File: config.mk
export PLATFORM = sky130hd
export DESIGN_NAME = dds_spi_ctrl
export DESIGN_NICKNAME = d
export VERILOG_FILES = /design/src/rtl/dds_spi_ctrl_pkg.sv /design/src/rtl/dds_spi_ctrl.sv
export SDC_FILE = /design/constraint.sdc
export NUM_CORES = 1
export LEC_CHECK = 0
export CORE_MARGIN = 10
export CORE_UTILIZATION = 25
export CTS_BUF_LIST = sky130_fd_sc_hd__clkbuf_4 sky130_fd_sc_hd__clkbuf_8
export CTS_CLUSTER_DIAMETER = 80
export DETAILED_ROUTE_END_ITERATION = 16
export GPL_ROUTABILITY_DRIVEN = 0
export GPL_TIMING_DRIVEN = 0
export HOLD_SLACK_MARGIN = 0.03
export PLACE_DENSITY = 0.43
export SYNTH_ARGS = -nofsm -noshare
export SYNTH_HDL_FRONTEND = slang
export SYNTH_SLANG_ARGS = --single-unit
File: constraint.sdc
create_clock -name clk_sys -period 4.9 [get_ports clk_sys]
set_clock_uncertainty 0.05 [all_clocks]
set_input_delay 0.49 -clock clk_sys [delete_from_list [all_inputs] [get_ports clk_sys]]
set_output_delay 0.49 -clock clk_sys [all_outputs]
set_load 0.02 [all_outputs]
File: src/rtl/dds_spi_ctrl_pkg.sv
// Shared DDS-path constants: FSM encoding, timer defaults and serial word size.
package dds_spi_ctrl_pkg;

    // Timer compare value; one tick lasts TICK+2 system clocks.
    localparam logic [7:0] DDS_TICK_DEFAULT = 8'd3;

    // Largest compare value that still leaves room for the restart cycle.
    localparam logic [7:0] DDS_TICK_MAX = 8'd253;

    // Serial word length shifted to the DDS, MSB first.
    localparam int unsigned DDS_WORD_W_DEFAULT = 16;

    // Width of the count bus coming from the sibling dds_timer.
    localparam int unsigned DDS_COUNT_W = 8;

    // Frame sequencer states.
    typedef enum logic [2:0] {
        DDS_IDLE  = 3'd0,
        DDS_SETUP = 3'd1,
        DDS_SHIFT = 3'd2,
        DDS_HOLD  = 3'd3,
        DDS_DONE  = 3'd4
    } dds_state_e;

    // Number of system clocks dds_fsync stays low for one frame.
    function automatic int unsigned dds_frame_cycles(input int unsigned word_w,
                                                     input int unsigned tick);
        return (2 * word_w + 2) * (tick + 2);
    endfunction

endpackage

File: src/rtl/dds_spi_ctrl.sv
// DDS serial-word controller: paces a WORD_W-bit, MSB-first frame on
// dds_sclk/dds_sdata/dds_fsync using ticks from an external dds_timer.
// The timer counts while state_start & state_over are high; this block
// drops state_over for one cycle on every tick to restart it.
module dds_spi_ctrl
    import dds_spi_ctrl_pkg::*;
#(
    parameter logic [7:0]  TICK   = DDS_TICK_DEFAULT,
    parameter int unsigned WORD_W = DDS_WORD_W_DEFAULT
) (
    input  logic              clk_sys,
    input  logic              rst,
    input  logic              dds_start,
    input  logic [WORD_W-1:0] dds_word,
    input  logic [7:0]        count,
    output logic              state_start,
    output logic              state_over,
    output logic              dds_sclk,
    output logic              dds_sdata,
    output logic              dds_fsync,
    output logic              dds_busy,
    output logic              dds_done
);

    localparam int unsigned IDX_W = (WORD_W > 1) ? $clog2(WORD_W) : 1;

    dds_state_e        state_q, state_d;
    logic [WORD_W-1:0] sreg_q, sreg_d;
    logic [IDX_W-1:0]  idx_q, idx_d;
    logic              phase_q, phase_d;
    logic              sclk_q, sclk_d;
    logic              sdata_q, sdata_d;
    logic              fsync_q, fsync_d;
    logic              state_start_q, state_start_d;
    logic              state_over_q, state_over_d;
    logic              busy_q, busy_d;
    logic              done_q, done_d;
    logic              tick_c;

    // Tick: timer reached the compare value; anything beyond it (timer
    // fault) also counts so the frame always makes progress.
    always_comb begin
        tick_c = state_over_q && (count >= TICK);
    end

    // State and output registers; reset aborts any frame and drops the word.
    always_ff @(posedge clk_sys or posedge rst) begin
        if (rst) begin
            state_q       <= DDS_IDLE;
            sreg_q        <= '0;
            idx_q         <= '0;
            phase_q       <= 1'b0;
            sclk_q        <= 1'b1;
            sdata_q       <= 1'b0;
            fsync_q       <= 1'b1;
            state_start_q <= 1'b0;
            state_over_q  <= 1'b0;
            busy_q        <= 1'b0;
            done_q        <= 1'b0;
        end else begin
            state_q       <= state_d;
            sreg_q        <= sreg_d;
            idx_q         <= idx_d;
            phase_q       <= phase_d;
            sclk_q        <= sclk_d;
            sdata_q       <= sdata_d;
            fsync_q       <= fsync_d;
            state_start_q <= state_start_d;
            state_over_q  <= state_over_d;
            busy_q        <= busy_d;
            done_q        <= done_d;
        end
    end

    // Next-state and next-output logic for the frame sequencer.
    always_comb begin
        state_d       = state_q;
        sreg_d        = sreg_q;
        idx_d         = idx_q;
        phase_d       = phase_q;
        sclk_d        = sclk_q;
        sdata_d       = sdata_q;
        fsync_d       = fsync_q;
        state_start_d = state_start_q;
        state_over_d  = state_over_q;
        busy_d        = busy_q;
        done_d        = 1'b0;

        // Timer restart: one low cycle per tick, high again while framing.
        if (tick_c) begin
            state_over_d = 1'b0;
        end else if (state_start_q) begin
            state_over_d = 1'b1;
        end

        case (state_q)
            DDS_IDLE: begin
                if (dds_start) begin
                    sreg_d        = dds_word;
                    fsync_d       = 1'b0;
                    state_start_d = 1'b1;
                    state_over_d  = 1'b1;
                    busy_d        = 1'b1;
                    state_d       = DDS_SETUP;
                end
            end

            DDS_SETUP: begin
                if (tick_c) begin
                    sdata_d = sreg_q[WORD_W-1];
                    idx_d   = IDX_W'(WORD_W - 1);
                    phase_d = 1'b0;
                    state_d = DDS_SHIFT;
                end
            end

            DDS_SHIFT: begin
                if (tick_c) begin
                    if (!phase_q) begin
                        // Falling edge: DDS samples the bit already on sdata.
                        sclk_d  = 1'b0;
                        phase_d = 1'b1;
                    end else begin
                        // Rising edge: data only moves while sclk is high.
                        sclk_d  = 1'b1;
                        phase_d = 1'b0;
                        if (idx_q == '0) begin
                            state_d = DDS_HOLD;
                        end else begin
                            sreg_d  = {sreg_q[WORD_W-2:0], 1'b0};
                            sdata_d = sreg_q[WORD_W-2];
                            idx_d   = idx_q - IDX_W'(1);
                        end
                    end
                end
            end

            DDS_HOLD: begin
                if (tick_c) begin
                    state_start_d = 1'b0;
                    state_over_d  = 1'b0;
                    state_d       = DDS_DONE;
                end
            end

            DDS_DONE: begin
                // Frame closes here: fsync released together with the done pulse,
                // giving an fsync window of a whole number of tick periods.
                fsync_d = 1'b1;
                done_d  = 1'b1;
                busy_d  = 1'b0;
                state_d = DDS_IDLE;
            end

            default: begin
                state_d = DDS_IDLE;
            end
        endcase
    end

    // Registered outputs.
    assign state_start = state_start_q;
    assign state_over  = state_over_q;
    assign dds_sclk    = sclk_q;
    assign dds_sdata   = sdata_q;
    assign dds_fsync   = fsync_q;
    assign dds_busy    = busy_q;
    assign dds_done    = done_q;

endmodule
* After elaboration in Yosys (flattened, before gate mapping)
Index checks and enable logic that the tools add are counted.
** Storage, ports and cells
- Word-level logic and storage cells :: 76
- Output and inout bits :: 7
- Bits of input ports :: 27
- Bits in registers :: 31
** Cells by class
- Reductions and logical operators :: 14
- Eq/ne operators :: 11
- Multiplexer cells :: 38
- Order comparisons :: 1
- $add $sub $neg :: 1
** Operators with widths (number)
- 2-to-1 mux 16 bit :: 4
- case mux 16 bit (2 select lines) :: 1
- 2-to-1 mux 3 bit :: 6
- 2-to-1 mux 4 bit :: 4
- 2-to-1 mux 1 bit :: 15
- != test 2 bit, second input constant :: 7
- case mux 1 bit (2 select lines) :: 6
- case mux 3 bit (4 select lines) :: 1
- AND reduction 5 bit :: 2
- greater-or-equal comparator 8 x 2 -> 1 bit, second input constant :: 1
- case mux 4 bit (2 select lines) :: 1
- nonzero test 2 bit :: 4
- equality test 3 x 2 -> 1 bit, second input constant :: 2
- AND reduction 3 bit :: 2
- AND reduction 6 bit :: 1
- zero test 4 bit :: 1
- AND reduction 2 bit :: 2
- subtractor 4 x 1 -> 4 bit, second input constant :: 1
- equality test 3 x 1 -> 1 bit, second input constant :: 1
- equality test 3 bit, second input constant :: 1
- zero test 3 bit :: 1
- logical AND 1 bit :: 1

* Longest topological paths before layout
- Depth after elaboration :: 5
- Gate-level depth with buffers :: 7
- Mapped depth without buffers :: 6

* Least setup slack after synthesis
No wires, ideal clock.
- Path type :: input-to-reg
- Start point :: input port count[7]
- End point :: register sdata_q (netlist: dds_sdata)
- Setup time :: 0.125 ns
- Arrival :: 1.761 ns
- Path slack :: 2.965 ns
- Cell stages on the path :: 4
- Buffers on the path :: 0
- Data required time :: 4.725 ns
- Path through :: or4_4 > o21ai_2 > or2_2 > mux2_2
** On the way
- Word-level cells in the longest chain between the ends :: 4
- Elaborated cells between the ends (all ways) :: 5
- Classes of those cells :: order compare: 1; eq/ne: 2; reduce/logical: 2
** Ends and longest elaborated chain
- from (decl) :: RTL line dds_spi_ctrl.sv:15 : input logic [7:0] count,
- greater-or-equal comparator 8 x 2 -> 1 bit (*) :: RTL line dds_spi_ctrl.sv:43 : tick_c = state_over_q && (count >= TICK);
- logical AND 1 bit (*) :: RTL line dds_spi_ctrl.sv:43
- != test 2 bit (no line)
- AND reduction 5 bit (no line) (*)
- to (signal assigned) :: RTL line dds_spi_ctrl.sv:66 : sdata_q <= sdata_d;
- to (decl) :: RTL line dds_spi_ctrl.sv:32 : logic sdata_q, sdata_d;
Mark *: on every way between the ends. The rest lies on a longest branch, timed or not.
A chain may end at the register's enable or synchronous reset.

* Final worst setup path
Ends and elaborated chain as after synthesis.

==> metrics.yaml <==
timing:
  layout_min_cycle_time_ns: 2.201
  tightest_slew_ns: 0.3844
  setup_violations: 0
  slew_violations: 0
  rsz0062_at_grt: "no"
  tns_ns: 0
  hold_violations: 0
  fin_crit_sh: 0.4491
  max_freq_ghz: 0.4544
  slew_headroom: 0.7430
critical_path:
  crit_start: "count[7]"
  cp-endpoint: "dds_sdata"
  timing.rr.end: "sreg_q[1]"
  ff2ff_path_depth: 7
  regToRegSetupSlack_ns: 2.85
  crit_path_end_kind: "register"
  r2r-start: "idx_q[0]"
  start_kind: "primary input"
  cp_max_fo: 7
  crit_type: "primary input to register"
  required_ns: 5.02
  worstPathArrival_ns: 2.32
placed_design:
  hpwl_mm: 2.966
  placed_cell_area_sq_um: 1988
  port_buffers: 33
drt:
  num_vias: 1274
  drt_iter0_drc: 33
  firstDrtPassIters: 4
  vias_per_cell: 4.977
  wire_per_inst_um: 15.93
  drtAntennaViolNets: 0
  wl_mm: 4.077
  drcViolationCount: 0
yosys:
  synth_top_area_frac: 0.4640
  synthTopCellsByArea: "dfrtp_1 (46%), a2bb2oi_1 (7.8%), o22ai_1 (6.0%)"
  synth_cell_types: 44
  synth_top_area_cell: "dfrtp_1"
  synth_seq_cells: 31
  syn_area_sq_um: 1564
  syn-instance-count: 139
  syn_nets: 167
  yosysSeqAreaShare: 0.4976
  avgSynthCellArea_sq_um: 11.25
  yosysWarnings: 0
clocking:
  cts_resized: 0
  numCtsBuffers: 5
  cts_buffer_depth: 2
  cts.clk_slew.worst_paths_ns: 0.07
  root_buffer: "clkbuf_8"
  tritoncts: "done"
  cts-htree-levels: 2
  cts_hold_buffers: 0
  clock_latency_ns: 0.28
  clkSinkCount: 31
  post_cts_buffers: 0
floorplanning:
  die_h_um: 99.10
  fp.dieW_um: 99.10
  start_util: 0.2611
  pin_count: 34
  dieArea_sq_um: 9820
  rows: 28
  core_area_sq_um: 5991
outcome:
  status: "completed"
finish:
  layout_commonest_cell: "clkdlybuf4s50_1"
  syn2layout_area_growth_pct: 35.92
  finalInstanceArea_sq_um: 2126
  drive_gt1_frac: 0.1878
  fill_cells: 605
  nets: 208
  multi_input_area_sq_um: 684.4
  postLayoutCoreUtil: 0.3548
  final_cell_mix: "clkdlybuf4s50_1 (33), dfrtp_1 (29), o22ai_1 (15), a2bb2oi_1 (14), nand2_1 (9)"
  num_antenna_cells: 0
  seqCellArea_sq_um: 778.2
min_path:
  hold_class: "primary input to asynchronous set/reset pin"
grt:
  grt-ovfl-total: 0
  grt_pass1_vias: 1351
  grt_max_degree: 32
  antenna_found_initial: 0
  gr-usage-all-layers: 0.08380
  grt_pass1_wl_mm: 6.782
power:
  p_leak_nw: 0.8632
  ir_drop_uv: 250.0
  powerDensity_nw_per_um2: 634.7
run:
  drv_cap: 0
-- worst max-delay path, cell delays in order --
cell and delay, ns:
clkdlybuf4s50_1 0.40, or4_4 0.59, o21ai_2 0.30, or2_2 0.21, mux2_2 0.33
-- layer usage --
| layer | global-route usage | vias to the layer above | wire, um |
|---|---|---|---|
| met5 | 0 | - | 0 |
| met4 | 0.03308 | 0 | 57 |
| met3 | 0.03529 | 6 | 279 |
| met2 | 0.1247 | 38 | 1796 |
| met1 | 0.1044 | 620 | 1943 |
| li1 | - | 610 | - |
-- sequential cells by signal (all words and copies together), names as in the netlist --
name	flops
dds_busy	1
dds_done	1
dds_fsync	1
dds_sclk	1
dds_sdata	1
idx_q	4
phase_q	1
sreg_q	16
state_over	1
state_q	3
state_start	1
-- worst min path at each step --
stage,start,to,slack (ns),cells past startpoint
final,rst,sreg_q[8],0.38,2
after global routing,rst,sreg_q[8],0.40,2
after CTS,dds_sdata,dds_sdata,0.46,1
after detailed placement,dds_sdata,dds_sdata,0.45,1
after global placement,dds_sdata,dds_sdata,0.44,1
after floorplan,sreg_q[10],sreg_q[10],0.43,1
-- report_power, final --
group	internal [mW]	leakage, nW	switching, mW
Sequential	0.378	0.344	0.0769
Clock	0.164	0.0612	0.0983
Combinational	0.322	0.458	0.310
Total	0.864	0.863	0.485
-- stage by stage --
step,setup slack (ns),instances,power [mW],hold slack [ns]
after floorplan,2.965,139,0.9148,0.4295
after global placement,2.393,247,1.084,0.4437
after detailed placement,2.381,247,1.097,0.4470
after CTS,2.683,255,1.368,0.4630
after global routing,2.632,256,1.460,0.3979
final,2.699,256,1.349,0.3768
-- synthesized netlist by cell type, drive strengths merged --
cell / instances
a2bb2oi: 14
o22ai: 15
a221oi: 1
nand2: 10
nor4b: 1
buf: 6
o2bb2a: 1
ha: 1
mux2: 5
nand3: 3
or3b: 1
dfrtp: 29
nor2: 7
and2: 1
a22oi: 2
a211o: 2
o21a: 1
o211ai: 3
dfstp: 2
a32oi: 1
a21oi: 1
or4: 2
inv: 6
nand3b: 1
and3: 1
a211oi: 1
a21o: 1
nor3b: 1
or2: 1
clkbuf: 2
o31ai: 2
nor2b: 3
a31oi: 1
o21ai: 6
nor3: 2
nand2b: 2
-- cells by family (layout without fill, tap and decap cells) --
kind of cell | after synthesis | in the layout | synth area share
buf+inv | 14 | 56 | 0.06479
simple gates | 36 | 36 | 0.1304
mux | 5 | 5 | 0.03600
compound gates | 52 | 52 | 0.2632
fa+ha+maj | 1 | 1 | 0.007999
flops | 31 | 31 | 0.4976
-- area by class of cell --
type / instances / share of cell area
inverter: 6 / 0.01059
multi-input combinational: 94 / 0.3220
buffer: 8 / 0.03708
clock buffer: 6 / 0.03885
clock inverter: 2 / 0.01648
tap: 75 / 0.04414
sequential: 31 / 0.3661
timing repair buffer: 34 / 0.1648
(Power assumes the default switching activity.)
